[config.mk]
export PLATFORM = sky130hd
export DESIGN_NAME = mem_port_arbiter
export DESIGN_NICKNAME = d
export VERILOG_FILES = /design/src/rtl/mem_port_arbiter.sv
export SDC_FILE = /design/constraint.sdc
export NUM_CORES = 1
export LEC_CHECK = 0
export BUFFER_PORTS_ARGS = -buffer_cell sky130_fd_sc_hd__buf_2
export CAP_MARGIN = 20
export CELL_PAD_IN_SITES_DETAIL_PLACEMENT = 0
export CELL_PAD_IN_SITES_GLOBAL_PLACEMENT = 1
export CORE_ASPECT_RATIO = 0.8
export CORE_MARGIN = 2
export CORE_UTILIZATION = 11
export CTS_CLUSTER_DIAMETER = 80
export DETAILED_ROUTE_END_ITERATION = 16
export PLACE_DENSITY_LB_ADDON = 0.1
export SLEW_MARGIN = 25
export SYNTH_ARGS = -nofsm -noshare
export SYNTH_HDL_FRONTEND = slang
export SYNTH_SLANG_ARGS = --single-unit
[constraint.sdc]
create_clock -name CLK -period 0.95 [get_ports CLK]
set_input_delay 0.19 -clock CLK [delete_from_list [all_inputs] [get_ports CLK]]
set_output_delay 0.19 -clock CLK [all_outputs]
set_load 0.05 [all_outputs]
[src/rtl/mem_port_arbiter.sv]
// Fetch/data arbiter in front of one single-port SRAM with 1-cycle read latency.
// Optional fetch anti-starvation guard: define MEM_ARB_STARVE_GUARD_EN.
module mem_port_arbiter #(
  parameter int AW          = 10,
  parameter int BW          = 32,
  parameter int MAX_D_BURST = 4
) (
  input  logic          CLK,
  input  logic          RSTN,
  input  logic          I_REQ,
  input  logic [AW-1:0] I_ADDR,
  output logic          I_GNT,
  output logic          I_STALL,
  output logic          I_RVALID,
  output logic [BW-1:0] I_RDATA,
  input  logic          D_REQ,
  input  logic          D_RW,
  input  logic [AW-1:0] D_ADDR,
  input  logic [BW-1:0] D_WDATA,
  output logic          D_GNT,
  output logic          D_STALL,
  output logic          D_RVALID,
  output logic [BW-1:0] D_RDATA,
  output logic          M_CSN,
  output logic          M_WEN,
  output logic [AW-1:0] M_A,
  output logic [BW-1:0] M_DI,
  input  logic [BW-1:0] M_DOUT
);

  localparam logic [1:0] S_IDLE = 2'd0;
  localparam logic [1:0] S_IRD  = 2'd1;
  localparam logic [1:0] S_DRD  = 2'd2;
  localparam logic [1:0] S_DWR  = 2'd3;

  logic [1:0] state;
  logic [1:0] state_nxt;
  logic       i_win;
  logic       d_win;

`ifdef MEM_ARB_STARVE_GUARD_EN
  localparam int CW = $clog2(MAX_D_BURST + 1);

  logic [CW-1:0] dcnt;
  logic          force_i;

  // After MAX_D_BURST data wins in a row, a waiting fetch takes one cycle.
  assign force_i = I_REQ && (dcnt == CW'(MAX_D_BURST));
  assign d_win   = D_REQ && !force_i;
  assign i_win   = I_REQ && (!D_REQ || force_i);

  always_ff @(posedge CLK) begin
    if (!RSTN) begin
      dcnt <= '0;
    end else if (I_GNT || !I_REQ) begin
      dcnt <= '0;
    end else if (D_GNT) begin
      dcnt <= dcnt + CW'(1);
    end
  end
`else
  assign d_win = D_REQ;
  assign i_win = I_REQ && !D_REQ;
`endif

  // Stage 0: grant and SRAM access issue, combinational in the request cycle
  assign D_GNT   = RSTN && d_win;
  assign I_GNT   = RSTN && i_win;
  assign D_STALL = D_REQ && !D_GNT;
  assign I_STALL = I_REQ && !I_GNT;

  always_comb begin
    M_CSN     = 1'b1;
    M_WEN     = 1'b1;
    M_A       = '0;
    M_DI      = '0;
    state_nxt = S_IDLE;
    if (D_GNT) begin
      M_CSN     = 1'b0;
      M_WEN     = !D_RW;
      M_A       = D_ADDR;
      M_DI      = D_WDATA;
      state_nxt = D_RW ? S_DWR : S_DRD;
    end else if (I_GNT) begin
      M_CSN     = 1'b0;
      M_A       = I_ADDR;
      state_nxt = S_IRD;
    end
  end

  always_ff @(posedge CLK) begin
    if (!RSTN) begin
      state <= S_IDLE;
    end else begin
      state <= state_nxt;
    end
  end

  // Stage 1: return steering; a read issued just before reset never reports valid
  assign I_RVALID = RSTN && (state == S_IRD);
  assign D_RVALID = RSTN && (state == S_DRD);
  assign I_RDATA  = I_RVALID ? M_DOUT : '0;
  assign D_RDATA  = D_RVALID ? M_DOUT : '0;

endmodule

== Word-level counts from Yosys, hierarchy flattened ==
Index checks and enable logic that the tools add are counted.

* Word-level logic and storage cells: 25
* Register bits after elaboration: 2
* Bits of input ports: 89
* Output and inout bits: 114

* Reductions and logical operators: 11
* Equal/unequal tests: 2
* Multiplexer cells: 11

{| class="wikitable"
|+ Operator list
! operator !! number
|-
| $mux 32 || 3
|-
| $mux 10 || 2
|-
| $logic_and 1x1->1 || 7
|-
| $mux 1 || 5
|-
| $logic_not 1->1 || 4
|-
| $eq 2x1->1 const B || 1
|-
| $eq 2x2->1 const B || 1
|-
| $mux 2 || 1
|}

== Longest topological paths before layout ==
Gate-level depths: netlist of the first run.

* Word-level depth: 5
* Depth in mapped cells: 4

== Least setup slack after synthesis of the first run ==
Ideal clock, no wire load.

* Kind: input-to-output
* Start: input D_REQ
* End: output M_CSN
* Path buffers: 2
* Arrival: 1568 ps
* Cell stages on the path: 3
* Slack: -808 ps
* Required time: 760 ps
* Cells stage by stage: buf_6 > clkbuf_1 > o21ai_0

* Word-level cells in the longest chain between the ends: 5

{| class="wikitable"
|+ Ends and longest elaborated chain
! element !! line !! source
|-
| start, declared || 16 || <nowiki>input logic D_REQ,</nowiki>
|-
| $logic_not 1->1 || 63 || <nowiki>assign i_win = I_REQ && !D_REQ;</nowiki>
|-
| $logic_and 1x1->1 || 63 ||
|-
| $logic_and 1x1->1 || 68 || <nowiki>assign I_GNT = RSTN && i_win;</nowiki>
|-
| $mux 1 || 84 || <nowiki>end else if (I_GNT) begin</nowiki>
|-
| $mux 1 * || 78 || <nowiki>if (D_GNT) begin</nowiki>
|-
| end, declared || 24 || <nowiki>output logic M_CSN,</nowiki>
|}

Mark *: on every way between the ends. The rest lies on a longest branch, timed or not.

== Final worst setup path of the first run ==
* Start: register state[1]
* End: output I_RDATA[3]

* Word-level cells in the longest chain between the ends: 3

{| class="wikitable"
|+ Ends and longest elaborated chain
! element !! line !! source
|-
| start, declared || 36 || <nowiki>logic [1:0] state;</nowiki>
|-
| start signal, assigned || 95 || <nowiki>state <= state_nxt;</nowiki>
|-
| $eq 2x1->1 || 100 || <nowiki>assign I_RVALID = RSTN && (state == S_IRD);</nowiki>
|-
| $logic_and 1x1->1 || 100 ||
|-
| $mux 32 || 102 || <nowiki>assign I_RDATA = I_RVALID ? M_DOUT : '0;</nowiki>
|-
| end, declared || 15 || <nowiki>output logic [BW-1:0] I_RDATA,</nowiki>
|}

Every way passes these cells.

==> impl_metrics.py, run 1 <==
metrics = {
    "outcome": {
        "status": "complete, but fails checks",
        "violations": "negative setup slack",
    },
    "sta": {
        "grt_setup_unrepaired": "true",
        "min_period_ns": 1.47,
        "slew_headroom_pct": 83.4,
        "max_slew.worst_pin.slew_ns": 0.248,
        "period_share_pct": 155,
        "finalHoldWorstSlack_ns": 0.313,
        "fmax_mhz": 679,
        "layout_setup_ws_ns": -0.523,
        "slew_violations": 0,
        "setup_viol": 113,
        "finalHoldViolCount": 0,
    },
    "place": {
        "io_buffers": 202,
        "dp_hpwl_um": 4180,
        "routabilityCongestion": 0.708,
        "placed_cells_incl_taps": 443,
    },
    "route": {
        "first_pass_iters": 4,
        "wl_per_cell_um": 13.8,
        "num_vias": 1870,
        "via_per_inst": 4.06,
        "drc": 0,
        "drt.antenna.violating_nets": 0,
        "drt_iter0_drc": 61,
        "wl_um": 6360,
    },
    "logic_synthesis": {
        "synth_cells": 137,
        "synth-simple-area-share_pct": 72.1,
        "yosys_warnings": 0,
        "synth_xor_xnor_area_share_pct": 0,
        "syn_area_um2": 937,
        "synthesis.nets": 226,
        "synth_seq_area_share_pct": 4.27,
        "synth-adder-area-share_pct": 0,
        "synth-compound-area-share_pct": 11.2,
        "synth_seq_cells": 2,
        "syn_avg_cell_area_um2": 6.84,
        "synthMuxAreaShare_pct": 1.07,
        "synth_top_family_by_area": "simple AND/OR/NAND/NOR gates",
        "synth.distinct_cells": 17,
    },
    "worst_setup_path": {
        "worstSetupStartpoint": "state[1]$_SDFF_PN0_",
        "worstPathRequired_ns": 0.76,
        "cp.arrival_ns": 1.28,
        "startpoint_type": "flip-flop",
        "crit_path_end_kind": "output pin",
        "critPathMaxFanout": 16,
        "criticalPathCategory": "flip-flop to output pin",
    },
    "power": {
        "clock_power_share_pct": 14.6,
        "p_comb_share_pct": 81.4,
        "power.density_nw_per_um2": 589,
        "finalPower_mw": 2.25,
        "leakage_nw": 1.92,
        "seqPwrFrac_pct": 4.1,
        "p_switching_mw": 1.02,
        "irDropWorstVdd_uv": 365,
        "sw_frac_of_total_pct": 45.4,
        "p_int_mw": 1.23,
    },
    "clocking": {
        "cts_root_buf": "clkbuf_8",
        "cts_tree": "yes",
        "path_clk_slew_ns": 0.03,
        "h-tree-depth": 1,
        "ctsHoldBuffers": 0,
        "cts_made_buffers": 3,
        "clockBufferDepth": 2,
        "cts.sinks": 2,
    },
    "final_layout": {
        "syn2layout_area_growth_pct": 309,
        "nNetsFinal": 440,
        "mostFrequentLayoutCell": "buf_8",
        "regMostFlops": "state",
        "reg_top3": "state x2",
        "antenna_cells": 0,
        "layout-drive-gt1-share_pct": 98.6,
        "final_cell_mix": "buf_8 (95), buf_2 (86), and2_4 (61), and3_4 (32), buf_6 (28)",
        "final_cells": 461,
        "largest_reg_flops": 2,
    },
    "floorplan": {
        "die_x_um": 107,
        "dieHeight_um": 86.6,
        "dieArea_um2": 9280,
        "core_um2": 8370,
        "io_pins": 203,
        "core.rowCount": 30,
        "initial_core_util_pct": 11.2,
    },
    "flow_run": {
        "maxCapViolations": 0,
    },
    "global_routing": {
        "grt_max_degree": 34,
        "overflow": 0,
        "antenna_found_initial": 0,
        "grt_pass1_wl_um": 9250,
        "grt_pass1_vias": 1841,
        "grt_usage_pct": 12.4,
    },
    "hold_path": {
        "hp-start": "D_RW",
        "hold_path_class": "input pin to flip-flop",
    },
}
[what timing repair did]
item	4_1_cts	5_1_grt
setup endpoints to repair	114	114
cloned	7	1
gates resized for setup	317	42
endpoints found under the hold margin	0	0
pin swaps	10	10
setup buffers	7	6
[through the flow]
step                instance area [um2]  worst slack (ns)  setup TNS, ns  util (%)
detailed placement                 2430            -0.412         -42.88      29.1
floorplan                          1350            -0.215         -14.66         -
finish                             3830            -0.523         -41.70      45.7
global placement                   2430            -0.395         -42.14      29.1
global route                       3830            -0.579         -46.43      45.7
CTS                                3700            -0.536         -44.79      44.2
[cell usage after synthesis (all sizes together)]
cell     n  area [um2]
and2    67         423
and3    32         200
clkbuf  11        46.3
a32o    10         100
buf      6        60.1
and2b    2        16.3
and3b    2        20.0
dfxtp    2        40.0
nor2b    2        12.5
mux2i    1        10.0
nand2    1        3.75
o21ai    1        5.00
[per-layer routing]
layer  GRT usage [%]  wire, um  part of all wire [%]
met3            3.91       633                    10
met5               0         0                     0
met2            24.9      3520                    55
met4            2.01        68                   1.1
met1            12.8      2130                    34
[critical path, cell delays in order, from the launching register on]
cell       delay [ns]
dfxtp_1          0.29
and3b_2          0.30
clkbuf_16        0.19
and2_4           0.15
buf_8            0.14
[cells by family after synthesis]
kind of cell	Yosys count
and+or+nand+nor	106
AOI/OAI and AO/OA	11
muxes	1
DFF	2
buffers and inverters	17
[path summary, 6_finish.rpt]
check | to | slack, ns | cells after the start
worst min-delay path | state[0]$_SDFF_PN0_ | 0.31 | 3
worst max-delay path | I_RDATA[3] | -0.52 | 4
[power by group through the flow]
stage	combinational, mW	sequential (mW)	clock [mW]
detailed placement	1.33	0.0927	0
finish	1.83	0.0916	0.329
global route	1.92	0.0921	0.356
floorplan	0.970	0.0920	0
global placement	1.34	0.0926	0
CTS	1.80	0.0917	0.342
[final cells by class]
cell class                 instances  area [um2]
timing repair buffer             224        2450
clock buffer                       3        41.3
multi-input combinational        120        1160
tap                              112         140
fill                             755        4540
sequential                         2        40.0
Note: power is estimated with default switching activity, not from simulation.
==> run 2: changes to the inputs <==
==> constraint.sdc (replaced) <==
create_clock -name CLK -period 0.95 [get_ports CLK]
set_input_delay 0.19 -clock CLK [delete_from_list [all_inputs] [get_ports CLK]]
set_output_delay 0.19 -clock CLK [all_outputs]
set_load 0.1 [all_outputs]
==> run 2 against run 1 <==
The flow still finishes with violations (negative setup slack). Flip-flop and latch count unchanged. Hold slack better by 0.039 ns. Clock power about the same. Die area unchanged. Count of clock-buffer cells in the layout unchanged. Highest routed layer unchanged.
==> impl_metrics.py, run 2 (same netlist as run 1, synthesis figures left out) <==
metrics = {
    "final_layout": {
        "final_cell_area_um2": 4800,
        "fillers": 691,
        "multi_input_area_um2": 1280,
        "reg_top3": "state x2",
        "mostFrequentLayoutCell": "buf_12",
        "syn2layout_area_growth_pct": 412,
        "final_cells": 469,
        "fin_util_pct": 57.4,
        "antenna_cells": 0,
        "nNetsFinal": 448,
        "layout-drive-gt1-share_pct": 98.6,
        "regArea_um2": 40.0,
        "final_cell_mix": "buf_12 (119), buf_2 (85), and2_4 (66), and3_4 (32), a32o_4 (10)",
        "regMostFlops": "state",
        "largest_reg_flops": 2,
    },
    "clocking": {
        "cts.sinks": 2,
        "cts_tree": "yes",
        "path_clk_slew_ns": 0.03,
        "h-tree-depth": 1,
        "cts_root_buf": "clkbuf_8",
        "clockBufferDepth": 2,
        "cts_made_buffers": 3,
        "ctsHoldBuffers": 0,
    },
    "hold_path": {
        "hold_end": "state[0]$_SDFF_PN0_",
        "min_path_cells": 3,
        "hold_path_class": "input pin to flip-flop",
        "hp-start": "D_RW",
    },
    "floorplan": {
        "core.rowCount": 30,
        "initial_core_util_pct": 11.2,
        "die_x_um": 107,
        "core_um2": 8370,
        "dieHeight_um": 86.6,
        "io_pins": 203,
        "dieArea_um2": 9280,
    },
    "global_routing": {
        "grt_max_degree": 34,
        "grt_pass1_vias": 1997,
        "overflow": 0,
        "grt_pass1_wl_um": 11000,
        "antenna_found_initial": 0,
        "grt_usage_pct": 14.9,
    },
    "route": {
        "drt_iter0_drc": 30,
        "drc": 0,
        "num_vias": 1883,
        "wl_per_cell_um": 15.6,
        "via_per_inst": 4.01,
        "first_pass_iters": 3,
        "drt.antenna.violating_nets": 0,
        "wl_um": 7340,
    },
    "worst_setup_path": {
        "crit_family": "simple AND/OR/NAND/NOR gates",
        "worstPathRequired_ns": 0.76,
        "slowest_delay_ns": 0.29,
        "critPathMaxFanout": 19,
        "slowest_stage": "dfxtp_1",
        "cp_cell_sequence": "and3b_2 > buf_12 > and2_2 > buf_12",
        "crit_path_end_kind": "output pin",
        "critPathBufInv": 2,
        "criticalPathCategory": "flip-flop to output pin",
        "cp.arrival_ns": 1.31,
        "critical_path.most_common_cell": "buf_12",
        "startpoint_type": "flip-flop",
    },
    "power": {
        "p_switching_mw": 1.74,
        "clock_power_share_pct": 10.1,
        "irDropWorstVdd_uv": 425,
        "sw_frac_of_total_pct": 52.8,
        "power.density_nw_per_um2": 687,
        "p_comb_share_pct": 87.2,
        "seqPwrFrac_pct": 2.8,
        "leakage_nw": 2.15,
        "p_int_mw": 1.56,
    },
    "sta": {
        "min_period_ns": 1.50,
        "grt_setup_unrepaired": "true",
        "period_share_pct": 158,
        "layout_setup_ws_ns": -0.549,
        "slew_violations": 0,
        "slew_headroom_pct": 87.1,
        "setup_viol": 114,
        "max_slew.worst_pin.slew_ns": 0.193,
        "fmax_mhz": 667,
        "finalHoldWorstSlack_ns": 0.352,
        "finalHoldViolCount": 0,
    },
    "place": {
        "routabilityCongestion": 0.678,
        "placed_cell_area_um2": 4290,
        "dp_hpwl_um": 5530,
        "placed_cells_incl_taps": 446,
        "io_buffers": 202,
        "place_ws_ns": -0.464,
    },
    "outcome": {
        "status": "complete, but fails checks",
        "violations": "negative setup slack",
    },
    "flow_run": {
        "maxCapViolations": 0,
    },
}
[run 2: changes by cell type in the layout (fill, tap and decap cells not counted), moves of 6 or more]
cell	change
a32o_2	-10
a32o_4	+10
buf_16	+6
buf_12	+112
buf_8	-91
buf_6	-23
[run 2: timing repair]
item                       in CTS  in global routing
setup buffers                   8                  3
gates resized for setup        41                 12
cloned                         11                  3
pin swaps                      41                 10
setup endpoints to repair     114                114
[run 2: layout make-up]
type	count	area share, %
clock buffer	3	0.860
tap	112	2.92
timing repair buffer	232	68.7
multi-input combinational	120	26.7
sequential	2	0.834
[run 2: stage by stage]
stage	power (mW)	setup TNS, ns
2_1_floorplan	1.75	-25.85
3_3_place_gp	2.72	-41.03
3_5_place_dp	2.73	-42.60
4_1_cts	3.30	-43.67
5_1_grt	3.41	-46.82
6_report	3.30	-42.89
[run 2: how the worst max path moves through the flow]
stage,startpoint,end,slack [ns],cells after the start
finish,state[0]$_SDFF_PN0_,D_RDATA[31],-0.55,4
global route,state[0]$_SDFF_PN0_,D_RDATA[31],-0.59,4
CTS,state[0]$_SDFF_PN0_,D_RDATA[0],-0.57,4
detailed placement,RSTN,M_A[8],-0.46,4
global placement,RSTN,M_A[4],-0.45,4
floorplan,state[0]$_SDFF_PN0_,D_RDATA[22],-0.35,3
[run 2: metal layers]
layer	global-route usage [%]	wire, um	vias up
met5	0	0	-
met4	2.83	38	0
met3	4.89	782	2
met2	27.2	3840	102
met1	17.2	2680	863
li1	-	-	916
[run 2: power by group through the flow]
stage | clock network, mW | registers [mW] | logic [mW]
floorplan | 0 | 0.0920 | 1.66
global placement | 0 | 0.0924 | 2.62
detailed placement | 0 | 0.0925 | 2.64
CTS | 0.347 | 0.0915 | 2.86
global route | 0.354 | 0.0919 | 2.96
finish | 0.332 | 0.0915 | 2.87
